--- src/rtl/rx_channel_pkg.sv ---
// Shared definitions for the rx_channel receive path:
// FSM encoding, CIC register width and the CORDIC arctangent table.
package rx_channel_pkg;

  // CIC register width for the default OW = 16 and DEC_LOG2 = 5.
  localparam int unsigned CW = 16 + 3 * 5;

  typedef logic [1:0] cordic_state_t;

  localparam cordic_state_t StIdle = 2'd0;
  localparam cordic_state_t StPre  = 2'd1;
  localparam cordic_state_t StRot  = 2'd2;
  localparam cordic_state_t StOut  = 2'd3;

  localparam int unsigned AtanPw = 23;

  // atan(2^-i) expressed in units of 2^-AtanPw turns, rounded to nearest
  function automatic logic [AtanPw-1:0] atan_lut(input logic [4:0] idx);
    logic [AtanPw-1:0] a;
    case (idx)
      5'd0:    a = 23'd1048576;
      5'd1:    a = 23'd619011;
      5'd2:    a = 23'd327068;
      5'd3:    a = 23'd166025;
      5'd4:    a = 23'd83335;
      5'd5:    a = 23'd41708;
      5'd6:    a = 23'd20859;
      5'd7:    a = 23'd10430;
      5'd8:    a = 23'd5215;
      5'd9:    a = 23'd2608;
      5'd10:   a = 23'd1304;
      5'd11:   a = 23'd652;
      5'd12:   a = 23'd326;
      5'd13:   a = 23'd163;
      5'd14:   a = 23'd81;
      5'd15:   a = 23'd41;
      5'd16:   a = 23'd20;
      5'd17:   a = 23'd10;
      5'd18:   a = 23'd5;
      default: a = '0;
    endcase
    return a;
  endfunction

endpackage

--- src/rtl/cic3_decimator.sv ---
// Third-order CIC decimator for one rail: three integrators clocked by ce_i,
// a mod-2^DEC_LOG2 counter and three unit-delay combs run once per output.
module cic3_decimator #(
  parameter int unsigned W        = 16,
  parameter int unsigned DEC_LOG2 = 5
) (
  input  logic                clk_i,
  input  logic                rst_i,
  input  logic                ce_i,
  input  logic signed [W-1:0] data_i,
  output logic signed [W-1:0] data_o,
  output logic                ce_o
);

  localparam int unsigned Cw = W + 3 * DEC_LOG2;

  logic signed [Cw-1:0] int1_q, int1_d, int2_q, int2_d, int3_q, int3_d;
  logic signed [Cw-1:0] dly1_q, dly1_d, dly2_q, dly2_d, dly3_q, dly3_d;
  logic signed [Cw-1:0] data_ext, comb1, comb2, comb3;
  logic [DEC_LOG2-1:0]  cnt_q, cnt_d;
  logic                 dec_q, dec_d;
  logic                 ce_q, ce_d;
  logic signed [W-1:0]  out_q, out_d;

  always_comb begin
    data_ext = {{(Cw - W){data_i[W-1]}}, data_i};
    int1_d   = int1_q;
    int2_d   = int2_q;
    int3_d   = int3_q;
    cnt_d    = cnt_q;
    // Integrators wrap freely; the combs undo any overflow exactly.
    if (ce_i) begin
      int1_d = int1_q + data_ext;
      int2_d = int2_q + int1_q;
      int3_d = int3_q + int2_q;
      cnt_d  = cnt_q + DEC_LOG2'(1);
    end
    dec_d = ce_i && (cnt_q == '1);

    comb1  = int3_q - dly1_q;
    comb2  = comb1 - dly2_q;
    comb3  = comb2 - dly3_q;
    dly1_d = dly1_q;
    dly2_d = dly2_q;
    dly3_d = dly3_q;
    out_d  = out_q;
    if (dec_q) begin
      dly1_d = int3_q;
      dly2_d = comb1;
      dly3_d = comb2;
      out_d  = comb3[Cw-1 -: W];
    end
    ce_d = dec_q;
  end

  always_ff @(posedge clk_i or posedge rst_i) begin
    if (rst_i) begin
      int1_q <= '0;
      int2_q <= '0;
      int3_q <= '0;
      dly1_q <= '0;
      dly2_q <= '0;
      dly3_q <= '0;
      cnt_q  <= '0;
      dec_q  <= 1'b0;
      ce_q   <= 1'b0;
      out_q  <= '0;
    end else begin
      int1_q <= int1_d;
      int2_q <= int2_d;
      int3_q <= int3_d;
      dly1_q <= dly1_d;
      dly2_q <= dly2_d;
      dly3_q <= dly3_d;
      cnt_q  <= cnt_d;
      dec_q  <= dec_d;
      ce_q   <= ce_d;
      out_q  <= out_d;
    end
  end

  assign data_o = out_q;
  assign ce_o   = ce_q;

endmodule

--- src/rtl/rx_channel.sv ---
// Receive channel: iterative CORDIC downconverts strobed real ADC samples to
// complex baseband, then a CIC3 decimator per rail reduces the rate by 2^DEC_LOG2.
module rx_channel
  import rx_channel_pkg::*;
#(
  parameter int unsigned IW       = 16,
  parameter int unsigned OW       = 16,
  parameter int unsigned NSTAGES  = 19,
  parameter int unsigned WW       = 19,
  parameter int unsigned PW_I     = 19,
  parameter int unsigned PW       = 23,
  parameter int unsigned DEC_LOG2 = 5
) (
  input  logic                 sys_clk,
  input  logic                 rst,
  input  logic [PW_I-1:0]      phase_input,
  input  logic signed [IW-1:0] rx_channel_input,
  input  logic                 in_ce,
  output logic signed [OW-1:0] rx_channel_mixed_x,
  output logic signed [OW-1:0] rx_channel_mixed_y,
  output logic                 ce_mix,
  output logic signed [OW-1:0] rx_channel_output_x,
  output logic signed [OW-1:0] rx_channel_output_y,
  output logic                 ce_down,
  output logic                 overrun
);

  localparam int unsigned IterW      = $clog2(NSTAGES);
  localparam int unsigned Headroom   = WW - IW - 1;
  localparam logic [PW-1:0] EighthTurn = PW'(1) << (PW - 3);

  cordic_state_t        state_q, state_d;
  logic signed [IW-1:0] sample_q, sample_d;
  logic [PW-1:0]        angle_q, angle_d;
  logic signed [WW-1:0] x_q, x_d, y_q, y_d;
  logic signed [PW-1:0] z_q, z_d;
  logic [IterW-1:0]     iter_q, iter_d;
  logic signed [OW-1:0] mix_x_q, mix_x_d, mix_y_q, mix_y_d;
  logic                 ce_mix_q, ce_mix_d;
  logic                 overrun_q, overrun_d;

  logic [PW-1:0]        phase_scaled;
  logic [PW-1:0]        quad_sum;
  logic [1:0]           quadrant;
  logic signed [WW-1:0] sample_ext, x_init;
  logic signed [WW-1:0] x_shr, y_shr;
  logic [PW-1:0]        atan_step;
  logic                 ce_x, ce_y;

  always_comb begin
    phase_scaled = {phase_input, {(PW - PW_I){1'b0}}};
    // Rounding by an eighth turn picks the nearest quadrant, leaving |residual| <= 45 deg.
    quad_sum     = angle_q + EighthTurn;
    quadrant     = quad_sum[PW-1 -: 2];
    sample_ext   = {{(WW - IW){sample_q[IW-1]}}, sample_q};
    x_init       = sample_ext <<< Headroom;
    x_shr        = x_q >>> iter_q;
    y_shr        = y_q >>> iter_q;
    atan_step    = PW'(atan_lut(5'(iter_q)));
  end

  always_comb begin
    state_d   = state_q;
    sample_d  = sample_q;
    angle_d   = angle_q;
    x_d       = x_q;
    y_d       = y_q;
    z_d       = z_q;
    iter_d    = iter_q;
    mix_x_d   = mix_x_q;
    mix_y_d   = mix_y_q;
    ce_mix_d  = 1'b0;
    overrun_d = overrun_q | (in_ce & (state_q != StIdle));

    case (state_q)
      StIdle: begin
        if (in_ce) begin
          sample_d = rx_channel_input;
          angle_d  = -phase_scaled;
          state_d  = StPre;
        end
      end
      StPre: begin
        z_d    = angle_q - {quadrant, {(PW - 2){1'b0}}};
        iter_d = '0;
        case (quadrant)
          2'd0: begin
            x_d = x_init;
            y_d = '0;
          end
          2'd1: begin
            x_d = '0;
            y_d = x_init;
          end
          2'd2: begin
            x_d = -x_init;
            y_d = '0;
          end
          default: begin
            x_d = '0;
            y_d = -x_init;
          end
        endcase
        state_d = StRot;
      end
      StRot: begin
        if (!z_q[PW-1]) begin
          x_d = x_q - y_shr;
          y_d = y_q + x_shr;
          z_d = z_q - atan_step;
        end else begin
          x_d = x_q + y_shr;
          y_d = y_q - x_shr;
          z_d = z_q + atan_step;
        end
        iter_d = iter_q + IterW'(1);
        if (iter_q == IterW'(NSTAGES - 1)) begin
          mix_x_d  = x_d[WW-1 -: OW];
          mix_y_d  = y_d[WW-1 -: OW];
          ce_mix_d = 1'b1;
          state_d  = StOut;
        end
      end
      default: begin
        state_d = StIdle;
      end
    endcase
  end

  always_ff @(posedge sys_clk or posedge rst) begin
    if (rst) begin
      state_q   <= StIdle;
      sample_q  <= '0;
      angle_q   <= '0;
      x_q       <= '0;
      y_q       <= '0;
      z_q       <= '0;
      iter_q    <= '0;
      mix_x_q   <= '0;
      mix_y_q   <= '0;
      ce_mix_q  <= 1'b0;
      overrun_q <= 1'b0;
    end else begin
      state_q   <= state_d;
      sample_q  <= sample_d;
      angle_q   <= angle_d;
      x_q       <= x_d;
      y_q       <= y_d;
      z_q       <= z_d;
      iter_q    <= iter_d;
      mix_x_q   <= mix_x_d;
      mix_y_q   <= mix_y_d;
      ce_mix_q  <= ce_mix_d;
      overrun_q <= overrun_d;
    end
  end

  cic3_decimator #(
    .W        (OW),
    .DEC_LOG2 (DEC_LOG2)
  ) u_cic_i (
    .clk_i  (sys_clk),
    .rst_i  (rst),
    .ce_i   (ce_mix_q),
    .data_i (mix_x_q),
    .data_o (rx_channel_output_x),
    .ce_o   (ce_x)
  );

  cic3_decimator #(
    .W        (OW),
    .DEC_LOG2 (DEC_LOG2)
  ) u_cic_q (
    .clk_i  (sys_clk),
    .rst_i  (rst),
    .ce_i   (ce_mix_q),
    .data_i (mix_y_q),
    .data_o (rx_channel_output_y),
    .ce_o   (ce_y)
  );

  assign rx_channel_mixed_x = mix_x_q;
  assign rx_channel_mixed_y = mix_y_q;
  assign ce_mix             = ce_mix_q;
  // Both rails share stimulus timing, so their strobes are identical.
  assign ce_down            = ce_x & ce_y;
  assign overrun            = overrun_q;

endmodule

--- config.mk ---
export PLATFORM = sky130hd
export DESIGN_NAME = rx_channel
export DESIGN_NICKNAME = d
export VERILOG_FILES = /design/src/rtl/rx_channel_pkg.sv /design/src/rtl/cic3_decimator.sv /design/src/rtl/rx_channel.sv
export SDC_FILE = /design/constraint.sdc
export NUM_CORES = 2
export LEC_CHECK = 0
export ABC_AREA = 1
export BUFFER_PORTS_ARGS = -buffer_cell sky130_fd_sc_hd__buf_2
export CAP_MARGIN = 20
export CORE_MARGIN = 2
export CORE_UTILIZATION = 49
export CTS_CLUSTER_DIAMETER = 40
export DETAILED_ROUTE_END_ITERATION = 6
export PLACE_DENSITY = 0.72
export SETUP_SLACK_MARGIN = 0.15
export SYNTH_ARGS = -nofsm -noshare
export SYNTH_HDL_FRONTEND = slang
export SYNTH_HIERARCHICAL = 1
export SYNTH_SLANG_ARGS = --single-unit
--- constraint.sdc ---
create_clock -name sys_clk -period 7.6 [get_ports sys_clk]
set_input_delay 0.76 -clock sys_clk [delete_from_list [all_inputs] [get_ports sys_clk]]
set_output_delay 0.76 -clock sys_clk [all_outputs]
set_load 0.05 [all_outputs]
# ---- Yosys cells after proc, flatten, opt, wreduce, memory -nomap -nowiden
# Memory sizes are Yosys's and may differ from the RTL's.
# Cells that the tools add are included.
# Widths: inputs -> output; s select.
dict set report totals {
  regBits 559
  latch_bits 0
  ramBits 0
  mem_bits_ro 672
  input_bits 38
  out_inout_bits 67
  word_cells 95
  n_memories 1
}
dict set report op_classes {
  addsub 25
  multipliers 0
  div 0
  order_cmp 0
  eq_ne 9
  shift 2
  muxes 14
  bitwise_logic 3
  n_reduce_logical 10
}
# memory words width read_ports rd_clocked_by_memory_dff wr line
set mem_list {}
lappend mem_list {{(name not given)} 32 21 1 0 0 rx_channel_pkg.sv:20} ;# case (idx)
# operator count
set ops {}
lappend ops {{$sub 31x31->31} 6}
lappend ops {{$pmux 19 s2} 4}
lappend ops {{$add 31x31->31} 4}
lappend ops {{$add 31x16->31} 2}
lappend ops {{$pmux 23 s2} 1}
lappend ops {{$sub 23x23->23} 2}
lappend ops {{$add 19x19->19} 2}
lappend ops {{$mux 19} 2}
lappend ops {{$sshr 19x5->19} 2}
lappend ops {{$sub 19x19->19} 2}
lappend ops {{$add 23x21->23 const B} 1}
lappend ops {{$add 23x23->23} 1}
lappend ops {{$mux 23} 1}
lappend ops {{$neg 23->23} 1}
lappend ops {{$neg 18->19} 1}
lappend ops {{$add 5x1->5 const B} 3}
lappend ops {{$eq 5x5->1 const B} 3}
lappend ops {{$pmux 5 s2} 1}
lappend ops {{$pmux 2 s3} 1}
lappend ops {{$reduce_and 2->1} 3}
lappend ops {{$eq 2x1->1 const B} 2}
lappend ops {{$eq 2x2->1 const B} 2}
lappend ops {{$logic_not 2->1} 2}
lappend ops {{$mux 2} 2}
lappend ops {{7 further kinds} 12}

# ---- Depth between registers and ports, before layout
dict set report depth {
  depth_word 5
  ltp_mapped 37
}

# ---- Cells and area by module
# Netlist, hierarchy kept.
# mod instances cells_each area_each_um2 seq_area_each_um2
set by_module_without_submodules {}
lappend by_module_without_submodules {{cic3_decimator at u_cic_q} 1 2490 17543.1 5230.0}
lappend by_module_without_submodules {{cic3_decimator at u_cic_i} 1 2457 17410.4 5230.0}
lappend by_module_without_submodules {rx_channel 1 2042 13161.4 3428.3}

# ---- Least setup slack after synthesis
# Ideal clock, no wire load.
dict set report synth_path {
  path_type {reg-to-reg}
  startpoint {register u_cic_q.int3_q[0]}
  endpoint {register u_cic_q.out_q[15] (netlist: u_cic_q/data_o[15])}
  setup_ns 0.118
  arrival_time_ns 4.402
  setup_slack_ns 3.081
  path_stages_with_launch 37
  synth_period_minus_slack_ns 4.519
  path_cell_list {dfrtp_1 -> inv_1 -> ha_1 -> inv_1 -> fa_1 -> nand2_1 -> nand2_1 -> nand3b_1 -> nand2_2 -> a21oi_2 -> o21ai_2 -> nand2_1 -> nand2_1 -> nor2_1 -> o21ai_1 -> inv_1 -> nand2_1 -> and2_1 -> ha_1 -> nand2_1 -> nor2_1 -> inv_1 -> nor2_1 -> a221oi_1 -> nand2_1 -> xor2_1 -> ha_1 -> a21oi_1 -> o21ai_0 -> a221oi_1 -> o21ai_0 -> inv_1 -> nand2_1 -> inv_1 -> nand2_1 -> nand3_1 -> nand2_1}
}
dict set report synth_between {
  elab_chain_cells 3
}
# element line
set synth_lines {}
lappend synth_lines {{from (decl)} cic3_decimator.sv:17} ;# logic signed [Cw-1:0] int1_q, int1_d, int2_q, int2_d, int3_q, int3_d;
lappend synth_lines {{from (signal assigned)} cic3_decimator.sv:71} ;# int3_q <= int3_d;
lappend synth_lines {{$sub 31x31->31} cic3_decimator.sv:40} ;# comb1 = int3_q - dly1_q;
lappend synth_lines {{net u_cic_q.comb1[24]} cic3_decimator.sv:19} ;# logic signed [Cw-1:0] data_ext, comb1, comb2, comb3;
lappend synth_lines {{$sub 31x31->31} cic3_decimator.sv:41} ;# comb2 = comb1 - dly2_q;
lappend synth_lines {{net u_cic_q.comb2[25]} cic3_decimator.sv:19}
lappend synth_lines {{$sub 31x31->31} cic3_decimator.sv:42} ;# comb3 = comb2 - dly3_q;
lappend synth_lines {{to (signal assigned)} cic3_decimator.sv:78} ;# out_q <= out_d;
lappend synth_lines {{to (decl)} cic3_decimator.sv:23} ;# logic signed [W-1:0] out_q, out_d;
# The timed path passes the listed nets, and every way through them passes these cells.
# A chain may end at the register's enable or synchronous reset.

# ---- Worst setup path in the final report
dict set report layout_path {
  startpoint {register u_cic_i.int3_q[0]}
  endpoint {register u_cic_i.out_q[15] (netlist: u_cic_i/data_o[15])}
}
dict set report layout_between {
  elab_chain_cells 3
}
# element line
set layout_lines {}
lappend layout_lines {{from (decl)} cic3_decimator.sv:17}
lappend layout_lines {{from (signal assigned)} cic3_decimator.sv:71}
lappend layout_lines {{$sub 31x31->31} cic3_decimator.sv:40}
lappend layout_lines {{net u_cic_i.comb1[24]} cic3_decimator.sv:19}
lappend layout_lines {{$sub 31x31->31} cic3_decimator.sv:41}
lappend layout_lines {{net u_cic_i.comb2[29]} cic3_decimator.sv:19}
lappend layout_lines {{$sub 31x31->31} cic3_decimator.sv:42}
lappend layout_lines {{to (signal assigned)} cic3_decimator.sv:78}
lappend layout_lines {{to (decl)} cic3_decimator.sv:23}
# The timed path passes the listed nets, and every way through them passes these cells.

==> flow_metrics.py <==
metrics = {
    "sta": {
        "clock_skew_ns": 0.03214,
        "post-route-min-period_ns": 5.313,
        "achievable-frequency_mhz": 188.2,
        "tns_ns": 0,
        "timing.final.hold_violations": 0,
        "worst_slew_pin_slew_ns": 1.054,
        "unrepaired_setup_endpoints_after_global_routing": "false",
        "final_min_period_over_clock_period_pct": 69.91,
        "final-max-slew-violation-count": 0,
        "hold-worst-slack_ns": 0.3168,
        "finalSetupViolations": 0,
        "slew_headroom_pct": 29.71,
    },
    "cells_and_area": {
        "syn2layout_area_growth_pct": 11.60,
        "layoutNonFillerInstCount": 8443,
        "layout.filler_cells": 9504,
        "final_nets": 7568,
        "layout_cells_sized_above_1_pct": 7.633,
        "final_common_cell": "sky130_fd_sc_hd__nand2_1",
        "layout.core_utilization_pct": 55.36,
        "most-common-layout-cells": "sky130_fd_sc_hd__nand2_1, sky130_fd_sc_hd__inv_1, sky130_fd_sc_hd__o21ai_0",
    },
    "die": {
        "floorplan.die.height_microns": 317.4,
        "fp.dieArea_sq_um": 100700,
        "floorplan.die.width_microns": 317.4,
        "fp-row-count": 114,
        "pin_count": 105,
        "initial_utilization_pct": 49.61,
        "fp.coreArea_sq_um": 96990,
    },
    "power_and_ir_drop": {
        "p_seq_share_pct": 20.7,
        "power.leakage_nw": 27.81,
        "share_clk_of_total_power_pct": 29.9,
        "total_power_mw": 16.87,
        "pwr-share-comb_pct": 49.4,
        "power_per_cell_area_nw_per_um2": 314.2,
        "switching_share_pct": 45.60,
        "switching_power_mw": 7.693,
        "peak_vdd_ir_uv": 1022,
        "power_report.internal_total_mw": 9.179,
    },
    "logic_synthesis": {
        "synth_cells": 6989,
        "yosysSeqAreaShare_pct": 28.86,
        "synthesis.area_per_instance_sq_um": 6.884,
        "mappedNetlistNets": 7486,
        "mappedNetlistArea_sq_um": 48110,
        "synth-warning-count": 6,
        "number_of_storage_elements_in_the_synthesis_netlist": 555,
        "synth.distinct_cells": 69,
    },
    "setup_path": {
        "crit_path_top_delay_cell": "sky130_fd_sc_hd__fa_1",
        "worstSetupPathType": "flop to flop",
        "worst_path_largest_cell_delay_ns": 0.39,
        "critical_path_required_ns": 8.18,
        "timing.critical_path.mode_cell": "sky130_fd_sc_hd__nand2_1",
        "arrival_ns": 5.89,
        "setup.worst_path.start_class": "flop",
        "setup.worst_path.end_class": "flop",
        "path_max_fanout": 7,
    },
    "routing": {
        "detail_route.first_pass.iterations": 7,
        "drc": 6,
        "totalWireLength_mm": 136.8,
        "routedWlPerCell_microns": 16.21,
        "via_per_inst": 5.454,
        "drtIter0Drc": 3000,
        "detail-route-antenna-nets": 0,
        "num_vias": 46050,
    },
    "clock_tree": {
        "cts_num_sinks": 555,
        "postCtsSetupBuffers": 0,
        "clock_latency_late_sink_ns": 0.70,
        "post_cts_resize_count": 0,
        "clkTransAtPathRegs_ns": 0.05,
        "htree_levels": 3,
        "ctsHoldBuffers": 0,
        "tritoncts_buffer_count": 112,
        "cts-root-to-sink-buffers": 3,
        "cts_tree": "built",
        "clockRootBuffer": "sky130_fd_sc_hd__clkbuf_16",
    },
    "flow_run": {
        "maxCapViolations": 0,
    },
    "global_route": {
        "gr_util_all_layers_pct": 26.98,
        "grt_pass1_wl_mm": 222.0,
        "first_global_vias": 44060,
        "grt_antenna_before_repair": 0,
        "gr-total-overflow": 0,
        "grt_max_degree": 145,
    },
    "place": {
        "detailed_place_hpwl_mm": 104.6,
        "routability_congestion": 0.9881,
        "portbufs": 104,
        "post-place-cells": 8231,
    },
    "status": {
        "failed_checks": "design-rule violations",
        "status": "complete, but fails checks",
    },
    "worst_hold_path": {
        "hp-class": "input port to async pin",
    },
}
==> cell type report <==
class	instances	area, sq um	share of cell area (%)
Clock buffer	141	3113	5.797
Inverter	827	3127	5.823
Timing Repair Buffer	131	775.7	1.445
Clock inverter	68	805.8	1.501
Sequential cell	555	13900	25.89
Multi-Input combinational cell	5444	30380	56.57
Antenna cell	1	2.502	0.004660
Tap cell	1276	1597	2.973
==> flip-flops by register name, summed over array words and instances, names as in the netlist, 23 cells and up <==
| signal | cells |
|---|---|
| u_cic_q/dly3_q | 31 |
| u_cic_i/int2_q | 31 |
| u_cic_q/dly2_q | 31 |
| u_cic_i/int3_q | 31 |
| z_q | 23 |
| u_cic_q/dly1_q | 31 |
| u_cic_q/int1_q | 31 |
| u_cic_i/dly2_q | 31 |
| u_cic_i/int1_q | 31 |
| u_cic_i/dly1_q | 31 |
| u_cic_q/int2_q | 31 |
| u_cic_q/int3_q | 31 |
| u_cic_i/dly3_q | 31 |
==> per-stage QoR <==
stage | area [sq um] | setup slack [ns]
3_5_place_dp | 49720 | 2.293
3_3_place_gp | 49720 | 2.410
6_report | 53700 | 2.287
4_1_cts | 53640 | 2.288
2_1_floorplan | 48110 | 1.131
5_1_grt | 53690 | 1.628
==> per-layer routing <==
metal | GRT usage, % | up-vias | wire (microns)
li1 | - | 23490 | -
met1 | 33.92 | 21050 | 59740
met2 | 46.26 | 1184 | 64590
met3 | 3.724 | 332 | 6427
met4 | 11.57 | 0 | 6083
met5 | 0 | - | 0
==> cells by family (layout without fill, tap and decap cells) <==
family                   Yosys count  count (layout)  synth area share [%]
AO/OA/AOI/OAI                   1542            1542                 18.44
XOR/XNOR                         280             280                 5.112
adder cells (fa/ha/maj)          459             459                 12.14
buffers and inverters            990            1167                 8.007
flip-flops                       555             555                 28.86
multiplexers                       1               1               0.02080
other                              0               1                     0
AND/OR/NAND/NOR                 3162            3162                 27.41
==> synth_stat cells, drive strengths merged <==
cell type | instances | area [sq um]
a21o | 52 | 390.4
nand3b | 25 | 187.7
nand2 | 1916 | 7259
clkbuf | 108 | 405.4
a221oi | 14 | 128.9
fa | 13 | 260.3
inv | 823 | 3092
o2111ai | 2 | 17.52
nor4 | 19 | 137.6
a31oi | 116 | 732.0
xnor2 | 90 | 788.3
a21oi | 516 | 2695
ha | 446 | 5580
a22oi | 25 | 192.7
a22o | 5 | 43.79
mux2i | 1 | 10.01
and3 | 4 | 25.02
buf | 55 | 340.3
and2 | 14 | 87.58
clkinv | 4 | 15.01
a211oi | 7 | 52.55
xor2 | 190 | 1672
nand4 | 58 | 362.9
o21bai | 37 | 337.8
o2111a | 2 | 22.52
nand3 | 395 | 2017
nor3 | 72 | 380.4
nor3b | 3 | 22.52
o21a | 3 | 22.52
a32o | 1 | 10.01
o311ai | 5 | 43.79
o21ai | 647 | 3332
a21boi | 15 | 127.6
or2 | 87 | 544.3
o211a | 3 | 30.03
nor2 | 569 | 2166
o221ai | 10 | 87.58
o31ai | 24 | 190.2
dfrtp | 555 | 13890
o211ai | 29 | 232.7
o22ai | 28 | 175.2
a31o | 1 | 8.760
==> critical path: cells and delay by family, from the launching register on <==
kind	cells	cell delay [ns]
xor gates and xnor gates	1	0.24
AOI/OAI and AO/OA	6	0.88
adders and majority gates	4	1.14
DFF	1	0.38
and+or+nand+nor	19	2.15
buffers and inverters	6	0.43
==> path summary, 6_finish.rpt <==
check | startpoint | to | slack [ns] | cells after the start
min | rst | iter_q[0] | 0.32 | 2
max in group asynchronous | rst | ce_mix | 5.81 | 3
min reg2reg | u_cic_i/cnt_q[3] | u_cic_i/cnt_q[3] | 0.47 | 1
max reg2reg | u_cic_i/int3_q[0] | u_cic_i/data_o[15] | 2.29 | 36
max | u_cic_i/int3_q[0] | u_cic_i/data_o[15] | 2.29 | 36
min in group sys_clk | rx_channel_input[0] | sample_q[0] | 0.33 | 3
==> power groups by stage <==
stage / Clock (mW) / Sequential, mW / Combinational (mW)
floorplan: 0 / 3.41 / 6.08
global placement: 0 / 3.52 / 8.11
detailed placement: 0 / 3.53 / 8.17
CTS: 5.15 / 3.48 / 8.22
global route: 5.30 / 3.51 / 9.24
finish: 5.04 / 3.49 / 8.34
Note: power is estimated with default switching activity, not from simulation.
